===== src/rtl/timing_check_monitor_if.sv =====
// Bundles the timing monitor's checked inputs and violation outputs.
// The monitor connects through the slave modport; a driver or bench connects through master.
interface timing_check_monitor_if #(
  parameter int NCH = 4,
  parameter int CW  = 8
);
  logic           ref_ev;
  logic [NCH-1:0] data;
  logic [NCH-1:0] cond;
  logic           clr;
  logic [NCH-1:0] viol_setup;
  logic [NCH-1:0] viol_hold;
  logic [NCH-1:0] viol_width;
  logic [NCH-1:0] notifier;
  logic [CW-1:0]  viol_cnt;

  modport master (
    output ref_ev, data, cond, clr,
    input  viol_setup, viol_hold, viol_width, notifier, viol_cnt
  );

  modport slave (
    input  ref_ev, data, cond, clr,
    output viol_setup, viol_hold, viol_width, notifier, viol_cnt
  );
endinterface


===== src/rtl/timing_check_monitor.sv =====
// Per-channel setup/hold/pulse-width checker with notifier and saturating violation count.
// Optional pulse-width check is compiled in with macro TIMING_CHECK_WIDTH_EN.
module timing_check_monitor #(
  parameter int NCH       = 4,
  parameter int CW        = 8,
  parameter int SETUP_CYC = 2,
  parameter int HOLD_CYC  = 2,
  parameter int WIDTH_CYC = 3
) (
  input logic                  clk,
  input logic                  rst,
  timing_check_monitor_if.slave bus
);
  localparam int HW = (HOLD_CYC < 1) ? 1 : $clog2(HOLD_CYC + 1);
  localparam logic [CW-1:0] AGE_MAX = '1;

  if (NCH < 1 || NCH > 32 || CW < 1 || CW > 32 || SETUP_CYC < 0 || HOLD_CYC < 0 || WIDTH_CYC < 0)
  begin : g_param_check
    $error("timing_check_monitor: parameter out of range");
  end

  typedef enum logic {IDLE, HOLD} state_t;

  logic [NCH-1:0] d_q, edge_c, arm_c, setup_c, hold_c, width_c, any_c;
  logic [CW-1:0]  age_q [NCH];
  logic [CW-1:0]  age_c [NCH];
  logic [HW-1:0]  hcnt  [NCH];
  state_t         state [NCH];
  logic [6:0]     pop;
  logic [CW+6:0]  cnt_sum;

  // Age is evaluated combinationally so an edge in the ref_ev cycle already reads as 0.
  always_comb begin
    for (int unsigned i = 0; i < NCH; i++) begin
      edge_c[i]  = bus.data[i] ^ d_q[i];
      age_c[i]   = edge_c[i] ? '0 : ((age_q[i] == AGE_MAX) ? AGE_MAX : age_q[i] + CW'(1));
      arm_c[i]   = bus.ref_ev && bus.cond[i];
      setup_c[i] = arm_c[i] && (32'(age_c[i]) < SETUP_CYC);
      hold_c[i]  = (state[i] == HOLD) && !arm_c[i] && edge_c[i];
    end
  end

  always_comb begin
    any_c = setup_c | hold_c | width_c;
    pop   = '0;
    for (int unsigned i = 0; i < NCH; i++) pop = pop + 7'(any_c[i]);
    cnt_sum = (CW+7)'(bus.viol_cnt) + (CW+7)'(pop);
  end

`ifdef TIMING_CHECK_WIDTH_EN
  logic [CW-1:0] wcnt [NCH];

  always_comb begin
    for (int unsigned i = 0; i < NCH; i++)
      width_c[i] = !bus.data[i] && d_q[i] && (32'(wcnt[i]) < WIDTH_CYC);
  end

  always_ff @(posedge clk) begin
    if (!rst) begin
      bus.viol_width <= '0;
      for (int unsigned i = 0; i < NCH; i++) wcnt[i] <= '0;
    end else begin
      bus.viol_width <= width_c;
      for (int unsigned i = 0; i < NCH; i++) begin
        if (!bus.data[i])
          wcnt[i] <= '0;
        else if (edge_c[i])
          wcnt[i] <= CW'(1);
        else if (wcnt[i] != AGE_MAX)
          wcnt[i] <= wcnt[i] + CW'(1);
      end
    end
  end
`else
  assign width_c        = '0;
  assign bus.viol_width = '0;
`endif

  always_ff @(posedge clk) begin
    if (!rst) begin
      d_q            <= bus.data;
      bus.viol_setup <= '0;
      bus.viol_hold  <= '0;
      bus.notifier   <= '0;
      bus.viol_cnt   <= '0;
      for (int unsigned i = 0; i < NCH; i++) begin
        age_q[i] <= AGE_MAX;
        state[i] <= IDLE;
        hcnt[i]  <= '0;
      end
    end else begin
      d_q            <= bus.data;
      bus.viol_setup <= setup_c;
      bus.viol_hold  <= hold_c;
      if (bus.clr) begin
        bus.notifier <= '0;
        bus.viol_cnt <= '0;
      end else begin
        bus.notifier <= bus.notifier ^ any_c;
        bus.viol_cnt <= (cnt_sum > (CW+7)'(AGE_MAX)) ? AGE_MAX : cnt_sum[CW-1:0];
      end
      for (int unsigned i = 0; i < NCH; i++) begin
        age_q[i] <= age_c[i];
        // A re-arm takes precedence over an edge, so a coincident edge is judged as setup only.
        case (state[i])
          IDLE: begin
            if (arm_c[i] && HOLD_CYC > 0) begin
              state[i] <= HOLD;
              hcnt[i]  <= HW'(HOLD_CYC);
            end
          end
          HOLD: begin
            if (arm_c[i]) begin
              hcnt[i] <= HW'(HOLD_CYC);
            end else if (edge_c[i] || hcnt[i] == HW'(1)) begin
              state[i] <= IDLE;
              hcnt[i]  <= '0;
            end else begin
              hcnt[i] <= hcnt[i] - HW'(1);
            end
          end
          default: state[i] <= IDLE;
        endcase
      end
    end
  end
endmodule


===== src/flat_wrapper.sv =====
// flat-port wrapper written by rule: the top's interface ports become plain ports
module timing_check_monitor_flat 
#(
  parameter int NCH       = 4,
  parameter int CW        = 8,
  parameter int SETUP_CYC = 2,
  parameter int HOLD_CYC  = 2,
  parameter int WIDTH_CYC = 3
)
  (clk, rst, bus_ref_ev, bus_data, bus_cond, bus_clr, bus_viol_setup, bus_viol_hold, bus_viol_width, bus_notifier, bus_viol_cnt);
  timing_check_monitor_if #(.NCH(NCH), .CW(CW)) bus_i ();
  input logic clk;
  input logic rst;
  input wire logic [$bits(bus_i.ref_ev)-1:0] bus_ref_ev;
  input wire logic [$bits(bus_i.data)-1:0] bus_data;
  input wire logic [$bits(bus_i.cond)-1:0] bus_cond;
  input wire logic [$bits(bus_i.clr)-1:0] bus_clr;
  output wire logic [$bits(bus_i.viol_setup)-1:0] bus_viol_setup;
  output wire logic [$bits(bus_i.viol_hold)-1:0] bus_viol_hold;
  output wire logic [$bits(bus_i.viol_width)-1:0] bus_viol_width;
  output wire logic [$bits(bus_i.notifier)-1:0] bus_notifier;
  output wire logic [$bits(bus_i.viol_cnt)-1:0] bus_viol_cnt;
  assign bus_i.ref_ev = bus_ref_ev;
  assign bus_i.data = bus_data;
  assign bus_i.cond = bus_cond;
  assign bus_i.clr = bus_clr;
  assign bus_viol_setup = bus_i.viol_setup;
  assign bus_viol_hold = bus_i.viol_hold;
  assign bus_viol_width = bus_i.viol_width;
  assign bus_notifier = bus_i.notifier;
  assign bus_viol_cnt = bus_i.viol_cnt;
  timing_check_monitor #(.NCH(NCH), .CW(CW), .SETUP_CYC(SETUP_CYC), .HOLD_CYC(HOLD_CYC), .WIDTH_CYC(WIDTH_CYC)) u_core (.clk(clk), .rst(rst), .bus(bus_i));
endmodule

===== config.mk =====
export PLATFORM = sky130hd
export DESIGN_NAME = timing_check_monitor_flat
export DESIGN_NICKNAME = d
export VERILOG_FILES = /design/src/rtl/timing_check_monitor_if.sv /design/src/rtl/timing_check_monitor.sv /design/src/flat_wrapper.sv
export SDC_FILE = /design/constraint.sdc
export NUM_CORES = 1
export LEC_CHECK = 0
export CORE_ASPECT_RATIO = 0.8
export CORE_MARGIN = 2
export CORE_UTILIZATION = 50
export CTS_CLUSTER_SIZE = 30
export DETAILED_ROUTE_END_ITERATION = 8
export MAX_ROUTING_LAYER = met4
export PLACE_DENSITY = 0.74
export SYNTH_ARGS = -nofsm -noshare
export SYNTH_HDL_FRONTEND = slang
export SYNTH_SLANG_ARGS = --single-unit

===== constraint.sdc =====
create_clock -name clk -period 4.6 [get_ports clk]
set_input_delay 1.15 -clock clk [delete_from_list [all_inputs] [get_ports clk]]
set_output_delay 1.15 -clock clk [all_outputs]
set_load 0.1 [all_outputs]

* Yosys cells after proc, flatten, opt, wreduce, memory -nomap -nowiden
Memory sizes are Yosys's and may differ from the RTL's.
Index checks and enable logic that the tools add are counted.
** Word-level totals
- Bits in registers :: 24
- Memory bits (writable) :: 44
- Bits of input ports :: 12
- Output and inout bits :: 24
- Word-level logic and storage cells :: 200
- Memories :: 3
** Memories
- u_core.age_q :: depth 4, width 8, read ports 4, clocked after memory_dff 0, write ports 4, line timing_check_monitor.sv:25 : logic [CW-1:0] age_q [NCH];
- u_core.hcnt :: depth 4, width 2, read ports 4, clocked after memory_dff 0, write ports 4, line timing_check_monitor.sv:27 : logic [HW-1:0] hcnt [NCH];
- u_core.state :: depth 4, width 1, read ports 4, clocked after memory_dff 0, write ports 4, line timing_check_monitor.sv:28 : state_t state [NCH];
** Cells by class
- Add/sub/neg operators :: 12
- Order comparisons :: 5
- Equality and inequality tests :: 8
- Multiplexer cells :: 107
- Bitwise logic cells :: 35
- Reduce and logical (&&, ||, !) cells :: 25
** Operator list (number)
- $mux W8 :: 13
- $mux W1 :: 78
- $add A8 B1 Y8 const B :: 4
- $eq A8 B8 Y1 const B :: 4
- $lt A8 B2 Y1 const B :: 4
- $mux W2 :: 16
- $or A1 B1 Y1 :: 28
- $logic_and A1 B1 Y1 :: 16
- $gt A15 B8 Y1 const B :: 1
- $add A7 B1 Y7 :: 2
- $add A8 B7 Y9 :: 1
- $eq A2 B1 Y1 const B :: 4
- $sub A2 B1 Y2 const B :: 4
- $logic_not A1 Y1 :: 4
- $logic_or A1 B1 Y1 :: 4
- $or A4 B4 Y4 :: 1
- $xor A1 B1 Y1 :: 4
- $xor A4 B4 Y4 :: 1
- $add A1 B1 Y2 :: 1
- $reduce_or A2 Y1 :: 1
- $not A1 Y1 :: 1

* Longest topological paths before layout
Gate-level depths: netlist (run 1).
An unclocked memory read counts as a cell.
- Depth after elaboration :: 13
- Mapped depth :: 16
- Depth with buffers taken out :: 16

* Least setup slack after synthesis (run 1)
OpenSTA, ideal clock, no wires.
- Path kind :: input to register
- Start point :: in bus_data[1]
- End point :: reg u_core.bus.viol_cnt[0]
- Setup time :: 0.071 ns
- Arrival :: 4.132 ns
- Data required time :: 4.529 ns
- Path slack :: 0.397 ns
- Stages :: 14
- Buffers on the path :: 1
- Path through :: xnor2_1 nor2_1 a41oi_1 o31ai_2 ha_1 fa_1 ha_1 inv_1 fa_1 nor2b_1 o21ai_0 or2_2 clkbuf_1 a21oi_1
** Between the ends
- Longest elaborated chain between the ends :: 11
- Elaborated cells on any way between the ends :: 12
- Classes of those cells :: 4 x add/sub; 2 x order compare; 2 x mux; 2 x bitwise; 2 x reduce/logical
** RTL lines
- start: declaration :: line flat_wrapper.sv:15 : input wire logic [$bits(bus_i.data)-1:0] bus_data;
- $xor A1 B1 Y1 * :: line timing_check_monitor.sv:35 : edge_c[i] = bus.data[i] ^ d_q[i];
- $mux W8 :: line timing_check_monitor.sv:36 : age_c[i] = edge_c[i] ? '0 : ((age_q[i] == AGE_MAX) ? AGE_MAX : age_q[i] + CW'(1));
- $lt A8 B2 Y1 :: line timing_check_monitor.sv:38 : setup_c[i] = arm_c[i] && (32'(age_c[i]) < SETUP_CYC);
- $logic_and A1 B1 Y1 :: line timing_check_monitor.sv:38
- $or A4 B4 Y4 * :: line timing_check_monitor.sv:44 : any_c = setup_c | hold_c | width_c;
- $add A1 B1 Y2 * :: line timing_check_monitor.sv:46 : for (int unsigned i = 0; i < NCH; i++) pop = pop + 7'(any_c[i]);
- $add A7 B1 Y7 * (2 in a row) :: line timing_check_monitor.sv:46
- $add A8 B7 Y9 * :: line timing_check_monitor.sv:47 : cnt_sum = (CW+7)'(bus.viol_cnt) + (CW+7)'(pop);
- $gt A15 B8 Y1 :: line timing_check_monitor.sv:100 : bus.viol_cnt <= (cnt_sum > (CW+7)'(AGE_MAX)) ? AGE_MAX : cnt_sum[CW-1:0];
- $mux W8 * :: line timing_check_monitor.sv:100
- end signal: assignment :: line timing_check_monitor.sv:100
- end: declaration :: line timing_check_monitor_if.sv:24 : output viol_setup, viol_hold, viol_width, notifier, viol_cnt
Mark *: on every way between the ends. The rest lies on a longest branch, timed or not.
A chain may end at the register's enable or synchronous reset.

* Final worst setup path (run 1)
- Start point :: in bus_data[1]
- End point :: reg u_core.bus.viol_cnt[7]
Same word-level chain as after synthesis.

==> metrics.md, run 1 <==
| Metric | Value |
|---|---|
| PortBufs | 31 |
| GPL Wtd Cong | between 0.8 and 0.9 |
| Setup TNS | 0 ps |
| GRT overflow | 0 |
| Core area | approximately 6500 um2 |
| N_diodes | 0 |
| Hold depth | 2 |
| CTS tree | done |
| # rows | 26 |
| Most common cell after layout, fill and taps aside | dfxtp_1 |
| Synth cell types | 57 |
| Largest net degree at the start of global routing | 49 |
| Setup violations, final | 0 |
| Routed via count | a little under 3k |
| Gr usage total | 0.215 |
| Peak VDD IR | 241 uV |
| Mean Syn Cell Area | 8.87 um2 |
| Clock Path Buffers | 2 |
| Pre-CTS WS | -233 ps |
| Post-route clock period utilization | 0.932 |
| Fraction of layout cells with a size suffix above 1 | 0.106 |
| Die area | roughly 7500 um2 |
| Hold Crit Class | reg -> reg |
| Final ANT Viol Nets | 0 |
| CTS HTree Levels | 3 |
| Slew headroom | 0.333 |
| Post-layout power | around 1.5 mW |
| Critical path launch point type | primary input |
| Starting density of the core | 0.525 |
| P_leak | approximately 1.7 nW |
| Area leader, netlist | dfxtp_1 |
| Arrival @ worst endpoint | about 4500 ps |
| Cell Pwr Density | 379 nW/um2 |
| Commonest non-fill, non-tap cells in the layout | dfxtp_1 (59), o21ai_0 (36), nand2_1 (33) |
| DRC viols | 0 |
| Top_reg_cell synth | dfxtp_1 |
| Final hold slack | between 400 and 500 ps |
| Area growth syn-to-layout | 20.3% |
| Clock Root Buffer | clkbuf_8 |
| Number of synthesized flops with an enable pin | 9 |
| Top cell type's share of synthesized area | 0.348 |
| IO Pins | 36 |
| Num CTS Buffers | 9 |
| Post-route setup slack | ~310 ps |
| Crit-path max FO | 3 |
| Nets@finish | roughly 460 |
| RSZ-0062 raised after global routing | false |
| Status | finished, final reports clean |
| WL per Instance | between 10 and 15 um |
| Post-synthesis sequential area ratio | 0.427 |
| Final hold vios | 0 |
| Slew of the pin with the lowest slew margin | between 900 and 1000 ps |
| Vias in the first global route | roughly 2.7k |
| Placed instance area | about 3900 um2 |
| FF+latch count, synth | just under 70 |
| Synthesized area | 3400 um2 |
| Initial antenna violation count | 0 |
| Reg clk slew, reported paths | 70 ps |
| Worst skew pair latency | around 350 ps |
| Clock Skews | between 8 and 9 ps |
| Overall routed net length | between 7000 and 8000 um |
| Endpoint type of the worst setup path | flip-flop |
| First DRT Iteration DRCs | about 190 |
| Num Clock Sinks | 68 |
| Crit Path Category | in -> reg |
| Post-Synthesis Cells | about 380 |
| Post-synth ARST share | 0 |
| First-pass GRT wire length | 12,200 um |
| Worst-case reg-to-reg path depth | 17 |
| Top cells by area, synth | dfxtp_1 (35%), edfxtp_1 (8.0%), o21ai_0 (5.5%) |
| Drt pass-1 iters | 5 |
| DIE HEIGHT | ~80 um |
| Fmax | around 0.23 GHz |
| Vias per cell | ~5.6 |
| HPWL Detailed | 5130 um |
| Final slew viol count | 0 |
| Max-cap viol count | 0 |
| Final min period | around 4300 ps |
| Fin area | 4090 um2 |
| Critical Path RT | 4820 ps |
| Warnings from Yosys | 0 |
| Chip Width | roughly 96 um |
[through the flow]
stage | util | instances
final | 0.631 | 519
after global routing | 0.631 | 519
after CTS | 0.629 | 518
after detailed placement | 0.598 | 502
after global placement | 0.598 | 502
after floorplan | - | 386
[where the power goes]
part | switching [mW] | internal (mW) | leakage, nW
Combinational | 0.198 | 0.133 | 0.993
Sequential | 0.0575 | 0.653 | 0.587
Clock | 0.222 | 0.284 | 0.103
Total | 0.477 | 1.07 | 1.68
[what timing repair did]
item                       in CTS  in global routing
gates resized for setup         0                  2
setup endpoints to repair       0                  7
buffers inserted                0                  1
hold buffers                    0                  0
[path summary, 6_finish.rpt]
path	endpoint	startpoint	slack [ps]
setup / recovery	u_core.bus.viol_cnt[7]	bus_data[1]	310
hold / removal	u_core.bus.viol_hold[0]	u_core.state[0]	470
setup reg to reg	u_core.bus.viol_cnt[7]	u_core.age_q[0][0]	540
hold reg to reg	u_core.bus.viol_hold[0]	u_core.state[0]	470
[worst max-delay path, cell delays in order]
cell and delay [ps]:
clkdlybuf4s50_1 530, xor2_1 270, nor3_1 120, o31ai_2 300
ha_1 290, fa_1 370, ha_1 300, buf_4 130
ha_1 260, a21o_1 170, a21oi_1 200, nor2b_1 90
nand4_1 110, mux2i_1 180, nor2_1 50
[layer usage]
layer,vias up,global-route usage,wire length [um]
met4,0,0.0671,85
li1,1467,-,-
met5,-,-,0
met3,11,0.0602,415
met1,1355,0.282,3370
met2,78,0.322,3280
[Yosys cell counts (8+ instances only)]
master    number
clkbuf_1      12
nor3_1        13
ha_1          13
nor2_1        29
inv_1         16
dfxtp_1       59
nand2_1       33
edfxtp_1       9
xor2_1        15
nand3_1       15
xnor2_1        8
nand4_1        9
o21ai_0       37
and3_1         9
nor2b_1       10
a21oi_1       15
[sequential cells by signal, indices dropped and copies added (netlist names)]
| name | flops |
|---|---|
| u_core.bus.viol_cnt | 8 |
| u_core.bus.viol_setup | 4 |
| u_core.age_q | 32 |
| u_core.hcnt | 8 |
| u_core.d_q | 4 |
| u_core.state | 4 |
| u_core.bus.notifier | 4 |
| u_core.bus.viol_hold | 4 |
[final cells by class]
type	instances	area [um2]
clock buffers	13	160
clock inverters	3	43.8
fillers	545	2390
inverters	16	60.1
multi-input cells	285	1810
flip-flops and latches	68	1450
well taps	84	105
repair buffers	50	453
[kinds of logic after synthesis]
kind of cell               share of synthesized area
other                                        0.00110
AOI/OAI and AO/OA                              0.162
buffers and inverters                         0.0431
xor gates and xnor gates                      0.0593
muxes                                        0.00921
and+or+nand+nor                                0.238
DFF                                            0.427
adders and majority gates                     0.0597
Power figures use the tool's default switching activity.
==> run 2, diff against run 1 <==
ABC_CLOCK_PERIOD_IN_PS = 4600   (was not set)
==> results of run 2 <==
No change in the layout: final DEF, timing and power equal those of run 1.
==> run 3, diff against run 2 <==
CORE_MARGIN = not set   (was 2)
==> run 3 against run 2 <==
Register-to-register slack better by 20 ps. Clock power is 15% lower. Count of clock-buffer cells in the layout is 1 lower. Largest cell class unchanged. Largest power group unchanged. Highest routed layer unchanged.
==> metrics.md, run 3 (same netlist as run 1, synthesis figures left out) <==
| Metric | Value |
|---|---|
| Reg power frac | 0.480 (was 0.459) |
| Reg clk slew, reported paths | 70 ps (about the same) |
| CTS HTree Levels | 3 (unchanged) |
| Crit Path Category | in -> reg (unchanged) |
| Num Clock Sinks | 68 (unchanged) |
| Fmax | 0.225 GHz (was 0.233 GHz) |
| Hold Startpoint | u_core.state[0] (unchanged) |
| Final hold vios | 0 (unchanged) |
| Slew headroom | 0.351 (was 0.333) |
| Vias in the first global route | 2,610 (was 2,672) |
| Status | finished, final reports clean (unchanged) |
| Reg2Reg Setup Slack | 560 ps (was 540 ps) |
| GPL Wtd Cong | 0.877 (was 0.888) |
| Met1 Usage GRT | 0.259 (was 0.282) |
| Max-cap viol count | 0 (unchanged) |
| Vias per cell | 5.45 (was 5.61) |
| Post-layout power | 1.47 mW (was 1.55 mW) |
| Num CTS Buffers | 9 (unchanged) |
| Gr usage total | 0.214 (was 0.215) |
| Die area | 7130 um2 (was 7470 um2) |
| Placed instance area | 3920 um2 (was 3870 um2) |
| WL per Instance | 13.2 um (was 13.8 um) |
| Setup violations, final | 0 (unchanged) |
| Routed via count | 2,859 (was 2,911) |
| GR peak layer | met2 (unchanged) |
| Commonest non-fill, non-tap cells in the layout | dfxtp_1 (59), o21ai_0 (36), nand2_1 (33) (unchanged) |
| Logic gate share of total power | 0.228 (was 0.214) |
| Starting density of the core | 0.525 (unchanged) |
| CP Buf/Inv Count | 4 (was 2) |
| Area growth syn-to-layout | 20.7% (was 20.3%) |
| # rows | 26 (unchanged) |
| Clock power frac | 0.292 (was 0.327) |
| Fraction of layout cells with a size suffix above 1 | 0.122 (was 0.106) |
| Post-route clock period utilization | 0.964 (was 0.932) |
| Clock Path Buffers | 2 (unchanged) |
| Hold Path Sink | u_core.bus.viol_hold[0] (unchanged) |
| Drt pass-1 iters | 4 (was 5) |
| CTS tree | done (unchanged) |
| First DRT Iteration DRCs | 200 (was 186) |
| Met3 usage | 0.0669 (was 0.0602) |
| Fin area | 4100 um2 (was 4090 um2) |
| Arrival @ worst endpoint | 4700 ps (was 4510 ps) |
| P_int | 998 uW (was 1.07 mW) |
| Crit-path max FO | 6 (was 3) |
| Chip Width | 94.1 um (was 96.1 um) |
| GRT overflow | 0 (unchanged) |
| Final slew viol count | 0 (unchanged) |
| CTS Hold Bufs | 0 (unchanged) |
| Peak VDD IR | 177 uV (was 241 uV) |
| Final min period | 4430 ps (was 4290 ps) |
| Most common cell after layout, fill and taps aside | dfxtp_1 (unchanged) |
| Critical path launch point type | primary input (unchanged) |
| Cell family with most CP delay | adder cells (unchanged) |
| Final ANT Viol Nets | 0 (unchanged) |
| Largest register FFs | 32 (unchanged) |
| Overall routed net length | 6930 um (was 7150 um) |
| P_leak | 1.70 nW (was 1.68 nW) |
| HPWL Detailed | 4900 um (was 5130 um) |
| Critical Path Max Stage Delay | 470 ps (was 530 ps) |
| R2R Path End | u_core.bus.viol_cnt[1] (was u_core.bus.viol_cnt[7]) |
| Nets@finish | 463 (was 457) |
| N_diodes | 0 (unchanged) |
| Switching Share | 0.323 (was 0.309) |
| Initial antenna violation count | 0 (unchanged) |
| Crit-path cells | clkdlybuf4s50_1 -> xor2_1 -> buf_4 -> nor3_1 -> nor4_2 -> nor2_1 -> o21ai_0 -> buf_4 -> fa_1 -> ha_1 -> inv_1 -> fa_1 -> nor2b_1 -> o21ai_1 -> or2_2 -> a21oi_1 (was clkdlybuf4s50_1 -> xor2_1 -> nor3_1 -> o31ai_2 -> ha_1 -> fa_1 -> ha_1 -> buf_4 -> ha_1 -> a21o_1 -> a21oi_1 -> nor2b_1 -> nand4_1 -> mux2i_1 -> nor2_1) |
| Biggest register | u_core.age_q (unchanged) |
| Worst skew pair latency | 350 ps (about the same) |
| Reg2reg start | u_core.age_q[0][0] (unchanged) |
| DIE HEIGHT | 75.7 um (was 77.7 um) |
| Clock Skews | 6.80 ps (was 8.05 ps) |
| Hold Crit Class | reg -> reg (unchanged) |
| Pre-CTS WS | -259 ps (was -233 ps) |
| DRC viols | 0 (unchanged) |
| Hold depth | 2 (unchanged) |
| Cell Pwr Density | 360 nW/um2 (was 379 nW/um2) |
| Slew of the pin with the lowest slew margin | 970 ps (was 997 ps) |
| Post-route setup slack | 165 ps (was 313 ps) |
| First-pass GRT wire length | 11,300 um (was 12,200 um) |
| Top flop regs | u_core.age_q x32, u_core.bus.viol_cnt x8, u_core.hcnt x8 (unchanged) |
| Core area | 6470 um2 (unchanged) |
| Clock Root Buffer | clkbuf_8 (unchanged) |
| Worst-case reg-to-reg path depth | 15 (was 17) |
| PortBufs | 31 (unchanged) |
| Critical Path RT | 4870 ps (was 4820 ps) |
| Worst path slowest cell | clkdlybuf4s50_1 (unchanged) |
| IO Pins | 36 (unchanged) |
| Critical path startpoint | bus_data[2] (was bus_data[1]) |
| Met2 usage | 0.338 (was 0.322) |
| Largest net degree at the start of global routing | 50 (was 49) |
| Endpoint type of the worst setup path | flip-flop (unchanged) |
| Net Sw Power | 477 uW (about the same) |
-- run 3: power by group through the flow --
stage	combinational [mW]	sequential, mW	clock, mW
global route	0.374	0.716	0.461
CTS	0.335	0.707	0.443
floorplan	0.212	0.747	0
finish	0.336	0.709	0.430
detailed placement	0.332	0.720	0
global placement	0.325	0.718	0
-- run 3: routing by layer --
metal  share of wire  wire length, um
met3           0.035              242
met2            0.46             3170
met4           0.016              110
met1            0.49             3410
met5               0                0
-- run 3: repair_timing --
| action | CTS | global route |
|---|---|---|
| buffers inserted | 0 | 0 |
| endpoints found under the setup margin | 0 | 8 |
| endpoints found under the hold margin | 0 | 0 |
| gates resized for setup | 0 | 2 |
-- run 3: worst max-delay path by stage --
stage                                   to  slack [ps]  depth (start not counted)
floorplan           u_core.bus.viol_cnt[0]         400                         14
global placement    u_core.bus.viol_cnt[4]        -100                         17
detailed placement  u_core.bus.viol_cnt[4]        -260                         17
CTS                 u_core.bus.viol_cnt[4]          90                         17
global route        u_core.bus.viol_cnt[1]         -30                         16
finish              u_core.bus.viol_cnt[1]         170                         16
-- run 3: stage by stage --
| stage | instances | TNS [ps] | utilization | hold WS (ps) |
|---|---|---|---|---|
| CTS | 525 | 0 | 0.632 | 468 |
| global route | 525 | -70.1 | 0.633 | 496 |
| floorplan | 386 | 0 | - | 429 |
| global placement | 509 | -546 | 0.606 | 455 |
| finish | 525 | 0 | 0.633 | 473 |
| detailed placement | 509 | -1470 | 0.606 | 452 |
-- run 3: area by class of cell --
type | instances | area [um2]
Tap cell | 84 | 105
Fill cell | 560 | 2370
Multi-Input combinational cell | 285 | 1820
Clock buffer | 12 | 145
Inverter | 16 | 60.1
Sequential cell | 68 | 1450
Clock inverter | 4 | 23.8
Timing Repair Buffer | 56 | 498
-- run 3: worst reg2reg max path: cells and delay by family, from the launching register on --
family                   cells  cell delay, ps
adder cells (fa/ha/maj)      5            1600
AO/OA/AOI/OAI                3             390
flip-flops                   1             360
AND/OR/NAND/NOR              6            1540
buffers and inverters        1              60
